==> config.mk <==
export PLATFORM = sky130hd
export DESIGN_NAME = led_display_core
export DESIGN_NICKNAME = d
export VERILOG_FILES = /design/src/rtl/led_pkg.sv /design/src/rtl/led_pwm.sv /design/src/rtl/led_display_core.sv
export SDC_FILE = /design/constraint.sdc
export NUM_CORES = 1
export LEC_CHECK = 0
export BUFFER_PORTS_ARGS = -buffer_cell sky130_fd_sc_hd__buf_2
export CAP_MARGIN = 20
export CORE_AREA = 8 8 94 96
export DETAILED_ROUTE_END_ITERATION = 8
export DIE_AREA = 0 0 102 104
export GPL_TIMING_DRIVEN = 0
export PLACE_DENSITY = 0.71
export SYNTH_ARGS = -nofsm -noshare
export SYNTH_HDL_FRONTEND = slang
export SYNTH_SLANG_ARGS = --single-unit
==> constraint.sdc <==
create_clock -name clk -period 1.95 [get_ports clk]
set_input_delay 0.2925 -clock clk [delete_from_list [all_inputs] [get_ports clk]]
set_output_delay 0.2925 -clock clk [all_outputs]
set_load 0.01 [all_outputs]
==> src/rtl/led_pkg.sv <==
// Shared encodings for the LED display core: display modes and sweep FSM states.
package led_pkg;

   typedef enum logic [1:0] {
      MODE_BIN   = 2'd0,
      MODE_BAR   = 2'd1,
      MODE_BLINK = 2'd2,
      MODE_SWEEP = 2'd3
   } mode_t;

   typedef enum logic {
      SWEEP_UP   = 1'b0,
      SWEEP_DOWN = 1'b1
   } sweep_t;

endpackage

==> src/rtl/led_pwm.sv <==
// Free-running PWM counter with duty compare; all-ones brightness means always on.
module led_pwm #(
   parameter int PWM_BITS = 4
) (
   input  logic                clk,
   input  logic                rst_n,
   input  logic [PWM_BITS-1:0] brightness,
   output logic                pwm_on
);

   logic [PWM_BITS-1:0] pwm_cnt;

   always_ff @(posedge clk or negedge rst_n) begin
      if (!rst_n) pwm_cnt <= '0;
      else        pwm_cnt <= pwm_cnt + PWM_BITS'(1);
   end

   // Plain compare can never reach 100% duty, so full-scale is special-cased.
   always_comb pwm_on = (&brightness) || (pwm_cnt < brightness);

endmodule

==> src/rtl/led_display_core.sv <==
// LED display core: captures a value and mode, renders binary/bar/blink/sweep patterns
// gated by a global PWM brightness.
//
//  state      | meaning
//  SWEEP_UP   | sweep position moves toward LED_COUNT-1 on each step tick
//  SWEEP_DOWN | sweep position moves toward 0 on each step tick
module led_display_core
   import led_pkg::*;
#(
   parameter int INPUT_WIDTH = 32,
   parameter int LED_COUNT   = 8,
   parameter int PWM_BITS    = 4,
   parameter int STEP_DIV    = 1000000
) (
   input  logic                   clk,
   input  logic                   rst_n,
   input  logic                   enable,
   input  logic [INPUT_WIDTH-1:0] num_in,
   input  logic [1:0]             mode,
   input  logic [PWM_BITS-1:0]    brightness,
   output logic [LED_COUNT-1:0]   led_out,
   output logic                   overflow
);

   localparam int POS_W  = $clog2(LED_COUNT);
   localparam int STEP_W = $clog2(STEP_DIV);
   localparam int CMP_W  = (INPUT_WIDTH > 6) ? INPUT_WIDTH : 6;
   localparam logic [POS_W-1:0]  POS_LAST  = POS_W'(LED_COUNT - 1);
   localparam logic [STEP_W-1:0] STEP_LAST = STEP_W'(STEP_DIV - 1);

   logic [INPUT_WIDTH-1:0] num_q;
   mode_t                  mode_q;
   mode_t                  mode_eff;
   logic [STEP_W-1:0]      step_cnt;
   logic                   tick;
   logic                   blink_ph;
   logic                   enter_sweep;
   sweep_t                 state, state_n;
   logic [POS_W-1:0]       pos, pos_n;
   logic                   pwm_on;
   logic [CMP_W-1:0]       num_cmp;
   logic                   over;
   logic [LED_COUNT-1:0]   bar;
   logic [LED_COUNT-1:0]   pattern;

   led_pwm #(.PWM_BITS(PWM_BITS)) u_pwm (
      .clk        (clk),
      .rst_n      (rst_n),
      .brightness (brightness),
      .pwm_on     (pwm_on)
   );

   always_ff @(posedge clk or negedge rst_n) begin
      if (!rst_n) begin
         num_q  <= '0;
         mode_q <= MODE_BIN;
      end else if (enable) begin
         num_q  <= num_in;
         mode_q <= mode_t'(mode);
      end
   end

   assign tick        = (step_cnt == STEP_LAST);
   assign mode_eff    = enable ? mode_t'(mode) : mode_q;
   assign enter_sweep = enable && (mode_t'(mode) == MODE_SWEEP) && (mode_q != MODE_SWEEP);

   // Entering sweep restarts the step timer so the first position gets a full step.
   always_ff @(posedge clk or negedge rst_n) begin
      if (!rst_n) begin
         step_cnt <= '0;
         blink_ph <= 1'b0;
      end else begin
         if (enter_sweep || tick) step_cnt <= '0;
         else                     step_cnt <= step_cnt + STEP_W'(1);
         if (tick) blink_ph <= ~blink_ph;
      end
   end

   always_ff @(posedge clk or negedge rst_n) begin
      if (!rst_n) begin
         state <= SWEEP_UP;
         pos   <= '0;
      end else begin
         state <= state_n;
         pos   <= pos_n;
      end
   end

   always_comb begin
      state_n = state;
      pos_n   = pos;
      if (enter_sweep) begin
         state_n = SWEEP_UP;
         pos_n   = '0;
      end else if (tick && (mode_eff == MODE_SWEEP)) begin
         case (state)
            SWEEP_UP: begin
               if (pos == POS_LAST) begin
                  state_n = SWEEP_DOWN;
                  pos_n   = pos - POS_W'(1);
               end else begin
                  pos_n   = pos + POS_W'(1);
               end
            end
            default: begin
               if (pos == '0) begin
                  state_n = SWEEP_UP;
                  pos_n   = pos + POS_W'(1);
               end else begin
                  pos_n   = pos - POS_W'(1);
               end
            end
         endcase
      end
   end

   // Compare at a width that holds both the full input and LED_COUNT, so huge values never wrap.
   assign num_cmp = CMP_W'(num_q);
   assign over    = (num_cmp > CMP_W'(LED_COUNT));

   always_comb begin
      bar = '0;
      for (int i = 0; i < LED_COUNT; i++) bar[i] = (num_cmp > CMP_W'(i));
   end

   always_comb begin
      pattern = '0;
      case (mode_q)
         MODE_BIN:   pattern = LED_COUNT'(num_q);
         MODE_BAR:   pattern = bar;
         MODE_BLINK: pattern = over ? {LED_COUNT{blink_ph}} : bar;
         MODE_SWEEP: pattern = LED_COUNT'(1) << pos;
         default:    pattern = '0;
      endcase
   end

   always_ff @(posedge clk or negedge rst_n) begin
      if (!rst_n) begin
         led_out  <= '0;
         overflow <= 1'b0;
      end else begin
         led_out  <= pwm_on ? pattern : '0;
         overflow <= over && ((mode_q == MODE_BAR) || (mode_q == MODE_BLINK));
      end
   end

endmodule

* Yosys cells after proc, flatten, opt, wreduce, memory -nomap -nowiden
Cells that the tools add are included.
** Word-level totals
- Input port bits :: 41
- Word-level logic and storage cells :: 59
- Register bits after elaboration :: 72
- Output and inout port bits :: 9
** Cells by class
- Bitwise operators :: 1
- Reduce and logical (&&, ||, !) cells :: 11
- Muxes and demuxes :: 15
- $add $sub $neg :: 4
- Equality and inequality tests :: 8
- Magnitude comparators :: 10
- Shifts and indexed selects :: 1
** Operators by type and width (count)
- $gt A32 B3 Y1 const B :: 4
- $gt A32 B1 Y1 const B :: 2
- $gt A32 B2 Y1 const B :: 2
- $gt A32 B4 Y1 const B :: 1
- $pmux W8 S4 :: 1
- $add A20 B1 Y20 const B :: 1
- $eq A20 B20 Y1 const B :: 1
- $mux W20 :: 1
- $mux W8 :: 2
- $mux W3 :: 5
- $eq A2 B2 Y1 const B :: 4
- $shl A1 B3 Y8 const A :: 1
- $mux W1 :: 5
- $add A4 B1 Y4 const B :: 1
- $logic_and A1 B1 Y1 :: 4
- $lt A4 B4 Y1 :: 1
- $reduce_and A4 Y1 :: 1
- $add A3 B1 Y3 const B :: 1
- $eq A3 B3 Y1 const B :: 1
- $logic_not A3 Y1 :: 1
- $logic_or A1 B1 Y1 :: 3
- $sub A3 B1 Y3 const B :: 1
- $eq A2 B1 Y1 const B :: 1
- $logic_not A2 Y1 :: 1
- 4 further kinds :: 4

* Logic depth before layout (Yosys ltp)
Gate-level depths: netlist of run 1.
- Depth in word-level cells :: 5
- Mapped depth :: 8
- Mapped depth without buffers :: 7

* By module
A second synthesis of run 1 with hierarchy kept.
** Second synthesis, totals
- Cell total of the unflattened synthesis :: 323
- Area, all modules :: 3601.0 sq um
** By module, submodules not included
- led_display_core :: cells an instance 302, times used 1, seq. area each 1701.6 sq um, area each 3374.5 sq um
- led_pwm :: cells an instance 21, times used 1, seq. area each 100.1 sq um, area each 226.5 sq um

* Worst setup path after synthesis of run 1
OpenSTA, ideal clock, no wires.
- Path kind :: reg2reg
- Start point :: register num_q[6] (netlist: num_cmp[6])
- End point :: register led_out[7]
- Clock period less this slack :: 1968 ps
- Data required time :: 1803 ps
- Path buffers :: 1
- Path slack :: -18 ps
- Data arrival time :: 1821 ps
- Setup time :: 147 ps
- Cell stages (with the launch flop) :: 6
- Path through :: dfrtp_1 -> or4_1 -> or4_1 -> buf_2 -> a221oi_1 -> nor3_1
** On the way
- Word-level cells in the longest chain between the ends :: 4
- Elaborated cells on any way between the ends :: 5
- Classes of those cells :: order compare (2); mux (3)
** RTL lines
- start: declaration :: line led_display_core.sv:31 : logic [INPUT_WIDTH-1:0] num_q;
- start signal: assignment :: line led_display_core.sv:58 : num_q <= num_in;
- $gt A32 B3 Y1 or $gt A32 B4 Y1 (tied branches) :: line led_display_core.sv:123, led_display_core.sv:119
- $mux W8 :: line led_display_core.sv:131 : MODE_BLINK: pattern = over ? {LED_COUNT{blink_ph}} : bar;
- $pmux W8 S4 * :: line led_display_core.sv:128 : case (mode_q)
- $mux W8 * :: line led_display_core.sv:142 : led_out <= pwm_on ? pattern : '0;
- end signal: assignment :: line led_display_core.sv:142
- end: declaration :: line led_display_core.sv:21 : output logic [LED_COUNT-1:0] led_out,
Mark *: on every way between the ends. The rest lies on a longest branch, timed or not.
A chain may end at the register's enable or synchronous reset.

* Worst setup path in the final report of run 1
- Start point :: register num_q[4] (netlist: num_cmp[4])
- End point :: register led_out[2]
** On the way
- Word-level cells in the longest chain between the ends :: 4
- Elaborated cells on any way between the ends :: 5
- Classes of those cells :: order compare (2); mux (3)
** RTL lines (line)
- $gt A32 B2 Y1 or $gt A32 B4 Y1 (tied branches) :: led_display_core.sv:123, led_display_core.sv:119
- $mux W8 :: led_display_core.sv:131
- $pmux W8 S4 * :: led_display_core.sv:128
- $mux W8 * :: led_display_core.sv:142
Marked as above.

==> out/metrics.csv, run 1 <==
stage,metric,value,unit
critical_path,WP data arrival,2.35,ns
clock_network,CTS Buffer Depth,2,
job,Max-Cap Viols,0,
critical_path,worst-path fanout max,6,
global_routing,vias in the first global route,2519,
logic_synthesis,asr flop ratio synth,100,%
logic_synthesis,"top cells by count, synth","dfrtp_1 (72), mux2_2 (27), nor2_1 (27), inv_1 (18), nand2_1 (18)",
final_layout,"Net count, final",424,
drt,WL/cell,14.4,um
logic_synthesis,YS warnings,0,
critical_path,CP Capture Type,flip-flop,
logic_synthesis,Mapped Area,3390,sq um
die,DIE AREA,10600,sq um
logic_synthesis,top-count cell post-synth,dfrtp_1,
die,Die Y,104,um
critical_path,CP Class,reg2reg,
critical_path,Worst EP required,2.12,ns
clock_network,clk root buf,clkbuf_8,
timing,final worst setup slack,-0.225,ns
placed_design,routability cong.,0.839,
drt,drc violations,0,
clock_network,CTS tree,yes,
final_layout,share of cells above drive strength 1,35.4,%
global_routing,initial antenna violation count,0,
global_routing,total track usage,13.3,%
logic_synthesis,Yosys top cell by area,dfrtp_1,
outcome,failing checks,setup timing,
die,chip width,102,um
logic_synthesis,Synth top area share,53.2,%
logic_synthesis,Mapped Cells,301,
clock_network,H-tree depth,3,
drt,Vias/cell,5.08,
clock_network,hold_buf cts,0,
power_and_ir_drop,Max VDD drop,329,uV
clock_network,Num CTS Buffers,9,
logic_synthesis,syn nets,358,
logic_synthesis,register bit total from synthesis,72,
logic_synthesis,syn_area_per_cell,11.3,sq um
power_and_ir_drop,pwr/cell area,808,nW/um^2
timing,fmax,460,MHz
power_and_ir_drop,leakage power,1.92,nW
clock_network,latest clock arrival within the worst-skew pair,0.34,ns
timing,Hold Fails Final Rpt,0,
final_layout,Diodes inserted,0,
timing,Tcrit/Tclk final,112,%
final_layout,final instance area,4180,sq um
clock_network,"Clk pin slew, worst setup/hold paths",0.07,ns
drt,final WL,6790,um
logic_synthesis,sequential share of the synthesized area,53.2,%
placed_design,I/O Buffers,48,
timing,RSZ-0062 raised after global routing,yes,
placed_design,HPWL Detailed,4720,um
drt,1st-pass router iterations,4,
logic_synthesis,Post-synth EDFFs,0,
die,total core area,7450,sq um
critical_path,CP startpoint kind,flip-flop,
worst_hold_path,Hold WC Path Type,in2async,
global_routing,largest net degree at the start of global routing,73,
global_routing,first-pass GRT wire length,11400,um
timing,Rel. slew slack,41.3,%
die,# rows,32,
drt,Starting DRT DRC Count,91,
drt,post-route ant nets,0,
outcome,outcome,"finished, violations left",
placed_design,post-place instance area,3780,sq um
timing,min Tclk post-route,2.17,ns
timing,slew of the pin with the lowest slew margin,0.880,ns
final_layout,Area Growth Syn to Fin,23.4,%
global_routing,GRT overflow,0,
timing,Setup Skew,0.00706,ns
die,starting density of the core,45.5,%
timing,Slew Limit Fails,0,
timing,endpoints failing setup,8,
die,I/O pins,50,
drt,via count,2396,
clock_network,Num Clock Sinks,72,
timing,hold slack,0.0663,ns
final_layout,FILL cells,649,
logic_synthesis,largest cells by area after synthesis,"dfrtp_1 (53%), mux2_2 (9.0%), ha_1 (5.9%)",
logic_synthesis,Netlist cell types,41,
logic_synthesis,dominant synthesized flop cell,dfrtp_1,
## report_power, final
part / internal (W) / switching, W
Clock: 0.000554 / 0.000503
Sequential: 0.00165 / 0.000127
Combinational: 0.000275 / 0.000269
## metal layers
metal	vias up	routed length, um	track usage (%)
li1	1187	-	-
met2	43	3340	21.5
met3	11	362	2.95
met4	0	109	5.88
met5	-	0	0
met1	1155	2980	16.2
## cells in the final DEF (no fill, tap or decap), types with 3 or more instances in the layout
cell type   n
buf_2      49
clkbuf_8   12
ha_1       14
nor4_2      6
nand3_1     9
a31oi_1     5
dfrtp_1    69
o21ai_0    10
a221oi_2    3
o21ai_1     3
xor2_1     16
mux2_2     27
a21oi_1     6
inv_1      18
nand2_1    18
nor3_1      5
a221oi_1    4
clkbuf_1    7
or4_4       3
dfrtp_2     3
xnor2_1     7
buf_4      11
nor2_1     27
nand4_1     4
## worst max-delay path: stages (launching register included)
cell and delay, ns:
dfrtp_1 0.39, or4_4 0.54, or4_4 0.58, buf_12 0.16, o31ai_2 0.25, a221oi_2 0.09
## cell type report
class                   instances  area, sq um  area share (%)
well taps                     102          128            3.05
inverters                      18         67.6            1.61
repair buffers                 59          342            8.16
clock buffers                  14          173            4.13
multi-input cells             199         1630            39.0
plain buffers                   8         36.3           0.867
flip-flops and latches         72         1810            43.2
## flip-flops by register name (all words and copies together) (netlist names)
signal and cells:
blink_ph 1, led_out 8, mode_q 2, num_cmp 32, overflow 1, pos 3, state 1, step_cnt 20
u_pwm.pwm_cnt 4
## path summary, 6_finish.rpt
| kind | startpoint | end | slack, ns | cells past startpoint |
|---|---|---|---|---|
| max in group asynchronous | rst_n | step_cnt[7] | 1.25 | 1 |
| worst min register to register | blink_ph | blink_ph | 0.47 | 1 |
| worst min-delay path | rst_n | num_cmp[12] | 0.07 | 1 |
| worst max register to register | num_cmp[4] | led_out[2] | -0.22 | 5 |
| min in group clk | num_in[4] | num_cmp[4] | 0.16 | 3 |
| worst max-delay path | num_cmp[4] | led_out[2] | -0.22 | 5 |
## timing repair
item	in CTS	in global routing
pin swaps	5	15
resized for setup	15	21
endpoints found under the setup margin	28	22
buffers inserted	6	6
## stage by stage
| stage | utilization (%) | power (W) | worst slack (ns) | std cells | TNS (ns) |
|---|---|---|---|---|---|
| 2_1_floorplan | - | 0.00207 | -0.00994 | 301 | -0.0136 |
| 3_3_place_gp | 50.7 | 0.00224 | -0.344 | 451 | -5.38 |
| 3_5_place_dp | 50.7 | 0.00225 | -0.392 | 451 | -5.95 |
| 4_1_cts | 54.5 | 0.00335 | -0.149 | 469 | -0.818 |
| 5_1_grt | 56.2 | 0.00356 | -0.293 | 472 | -1.67 |
| 6_report | 56.2 | 0.00338 | -0.225 | 472 | -1.27 |
## logic make-up after synthesis
| logic type | after synthesis | synth area share, % |
|---|---|---|
| mux | 27 | 8.97 |
| xor+xnor | 23 | 5.94 |
| buf+inv | 30 | 3.47 |
| flops | 72 | 53.2 |
| simple gates | 90 | 13.5 |
| fa+ha+maj | 16 | 5.91 |
| compound gates | 43 | 9.04 |
Note: power is estimated with default switching activity, not from simulation.
==> run 2: changes to the inputs <==
--- a/config.mk
+++ b/config.mk
@@ -12,6 +12,7 @@
 export DIE_AREA = 0 0 102 104
 export GPL_TIMING_DRIVEN = 0
 export PLACE_DENSITY = 0.71
+export RECOVER_POWER = 100
 export SYNTH_ARGS = -nofsm -noshare
 export SYNTH_HDL_FRONTEND = slang
 export SYNTH_SLANG_ARGS = --single-unit
==> out/metrics.csv, run 2 (same netlist as run 1, synthesis figures left out) <==
stage,metric,value,unit
final_layout,FILL cells,662,
worst_hold_path,worst hold stages,3,
worst_hold_path,WHS Endpoint,num_cmp[4],
worst_hold_path,Hold WC Path Type,in2reg,
critical_path,WP data arrival,2.35,ns
clock_network,CTS Buffer Depth,2,
placed_design,Place WS,-0.392,ns
drt,Met1 Routed Length,3010,um
job,Max-Cap Viols,1,
timing,Hold Fails Final Rpt,0,
die,starting density of the core,45.5,%
final_layout,"commonest non-fill, non-tap cell in the layout",dfrtp_1,
power_and_ir_drop,Gate power share,15.5,%
die,I/O pins,50,
critical_path,Worst EP required,2.12,ns
drt,met2 routed wirelength,3330,um
timing,Tcrit/Tclk final,112,%
clock_network,clk root buf,clkbuf_8,
final_layout,Post-Layout Cell Count,472,
timing,RSZ-0062 raised after global routing,yes,
drt,Vias/cell,5.07,
power_and_ir_drop,clock power share,31.6,%
power_and_ir_drop,Switching Fraction,26.6,%
worst_hold_path,Hold Path Origin,num_in[4],
die,total core area,7450,sq um
timing,endpoints failing setup,18,
critical_path,CP Capture Type,flip-flop,
placed_design,Placed Cells,451,
drt,final WL,6820,um
final_layout,share of cells above drive strength 1,31.4,%
global_routing,first-pass GRT wire length,11400,um
final_layout,most frequent cells in the layout,"dfrtp_1 (70), buf_2 (38), nor2_1 (27), mux2_2 (27)",
drt,metal3 WL,364,um
critical_path,R2R setup slack,-0.22,ns
timing,fmax,460,MHz
timing,slew of the pin with the lowest slew margin,1.73,ns
final_layout,"Net count, final",424,
drt,post-route ant nets,0,
critical_path,CP Class,reg2reg,
global_routing,initial antenna violation count,0,
power_and_ir_drop,pwr/cell area,809,nW/um^2
power_and_ir_drop,Seq pwr share,52.9,%
global_routing,vias in the first global route,2519,
power_and_ir_drop,Switch Pwr,0.000891,W
die,DIE AREA,10600,sq um
timing,min Tclk post-route,2.17,ns
drt,WL/cell,14.4,um
clock_network,Num CTS Buffers,9,
critical_path,worst r2r src,num_cmp[4],
critical_path,worst reg2reg endpoint,led_out[2],
outcome,outcome,"finished, violations left",
clock_network,"Clk pin slew, worst setup/hold paths",0.07,ns
timing,Rel. slew slack,-15.3,%
drt,Top Metal Used,met4,
die,chip width,102,um
clock_network,CTS tree,yes,
power_and_ir_drop,Final Power,0.00335,W
clock_network,hold_buf cts,0,
timing,Slew Limit Fails,73,
placed_design,I/O Buffers,48,
die,Die Y,104,um
drt,1st-pass router iterations,4,
power_and_ir_drop,leakage power,1.89,nW
timing,final worst setup slack,-0.225,ns
critical_path,reg2reg path depth,5,
final_layout,Util after Layout,55.5,%
die,# rows,32,
final_layout,Diodes inserted,0,
power_and_ir_drop,Max VDD drop,328,uV
power_and_ir_drop,Int Pwr,0.00246,W
clock_network,Num Clock Sinks,72,
outcome,failing checks,"capacitance limit, slew limit, setup timing",
placed_design,routability cong.,0.839,
critical_path,CP startpoint kind,flip-flop,
drt,drc violations,0,
final_layout,Area Growth Syn to Fin,22.0,%
critical_path,worst-path fanout max,6,
placed_design,HPWL Detailed,4720,um
final_layout,max FFs per register,32,
global_routing,largest net degree at the start of global routing,73,
global_routing,GRT overflow,0,
clock_network,H-tree depth,3,
drt,via count,2395,
global_routing,total track usage,13.3,%
timing,Setup Skew,0.00697,ns
timing,hold slack,0.163,ns
clock_network,latest clock arrival within the worst-skew pair,0.34,ns
drt,Starting DRT DRC Count,74,
==> run 2: changes by cell type in the layout (fill, tap and decap cells not counted), moves of 2 or more <==
cell	before	now
ha_1	14	16
buf_2	49	38
clkbuf_1	7	17
clkbuf_2	0	2
ha_4	2	0
==> run 2: power groups by stage <==
stage                     logic (W)  registers (W)  clock network, W
after global placement     0.000455        0.00178                 0
after global routing       0.000586        0.00179           0.00115
after CTS                  0.000517        0.00176           0.00107
after detailed placement   0.000470        0.00179                 0
after floorplan            0.000287        0.00178                 0
final                      0.000520        0.00177           0.00106
==> run 2: what timing repair did <==
action	in CTS	in global routing
setup endpoints to repair	28	22
resized for setup	15	21
pin swaps	5	15
setup buffers	6	6
gates cloned	0	0
==> run 2: stage by stage <==
step,cell area (sq um),TNS (ns)
6_report,4140,-1.64
5_1_grt,4140,-3.63
4_1_cts,4060,-0.818
3_5_place_dp,3780,-5.95
3_3_place_gp,3770,-5.38
2_1_floorplan,3410,-0.0136
==> run 2: worst max path at each step <==
stage | startpoint | to | slack [ns]
6_report | num_cmp[4] | led_out[2] | -0.22
5_1_grt | num_cmp[4] | led_out[1] | -0.29
4_1_cts | num_cmp[18] | led_out[0] | -0.15
3_5_place_dp | mode_q[0] | step_cnt[16] | -0.39
3_3_place_gp | mode_q[0] | step_cnt[11] | -0.34
2_1_floorplan | num_cmp[18] | led_out[7] | -0.01
==> run 2: layer usage <==
layer	up-vias	global-route usage, %
met5	-	0
met4	0	5.88
met3	11	2.95
met2	43	21.5
met1	1151	16.2
li1	1190	-
==> run 2: final cells by class <==
class | count | area (sq um) | share of cell area (%)
tap | 102 | 128 | 3.09
clock buffer | 14 | 173 | 4.18
timing repair buffer | 59 | 328 | 7.93
buffer | 8 | 35.0 | 0.847
inverter | 18 | 67.6 | 1.63
sequential | 72 | 1800 | 43.6
multi-input combinational | 199 | 1600 | 38.7
==> run 2: worst max-delay path, stage by stage (launching register included) <==
cell	delay (ns)
dfrtp_1	0.39
or4_4	0.54
or4_4	0.58
buf_12	0.16
o31ai_2	0.25
a221oi_2	0.09
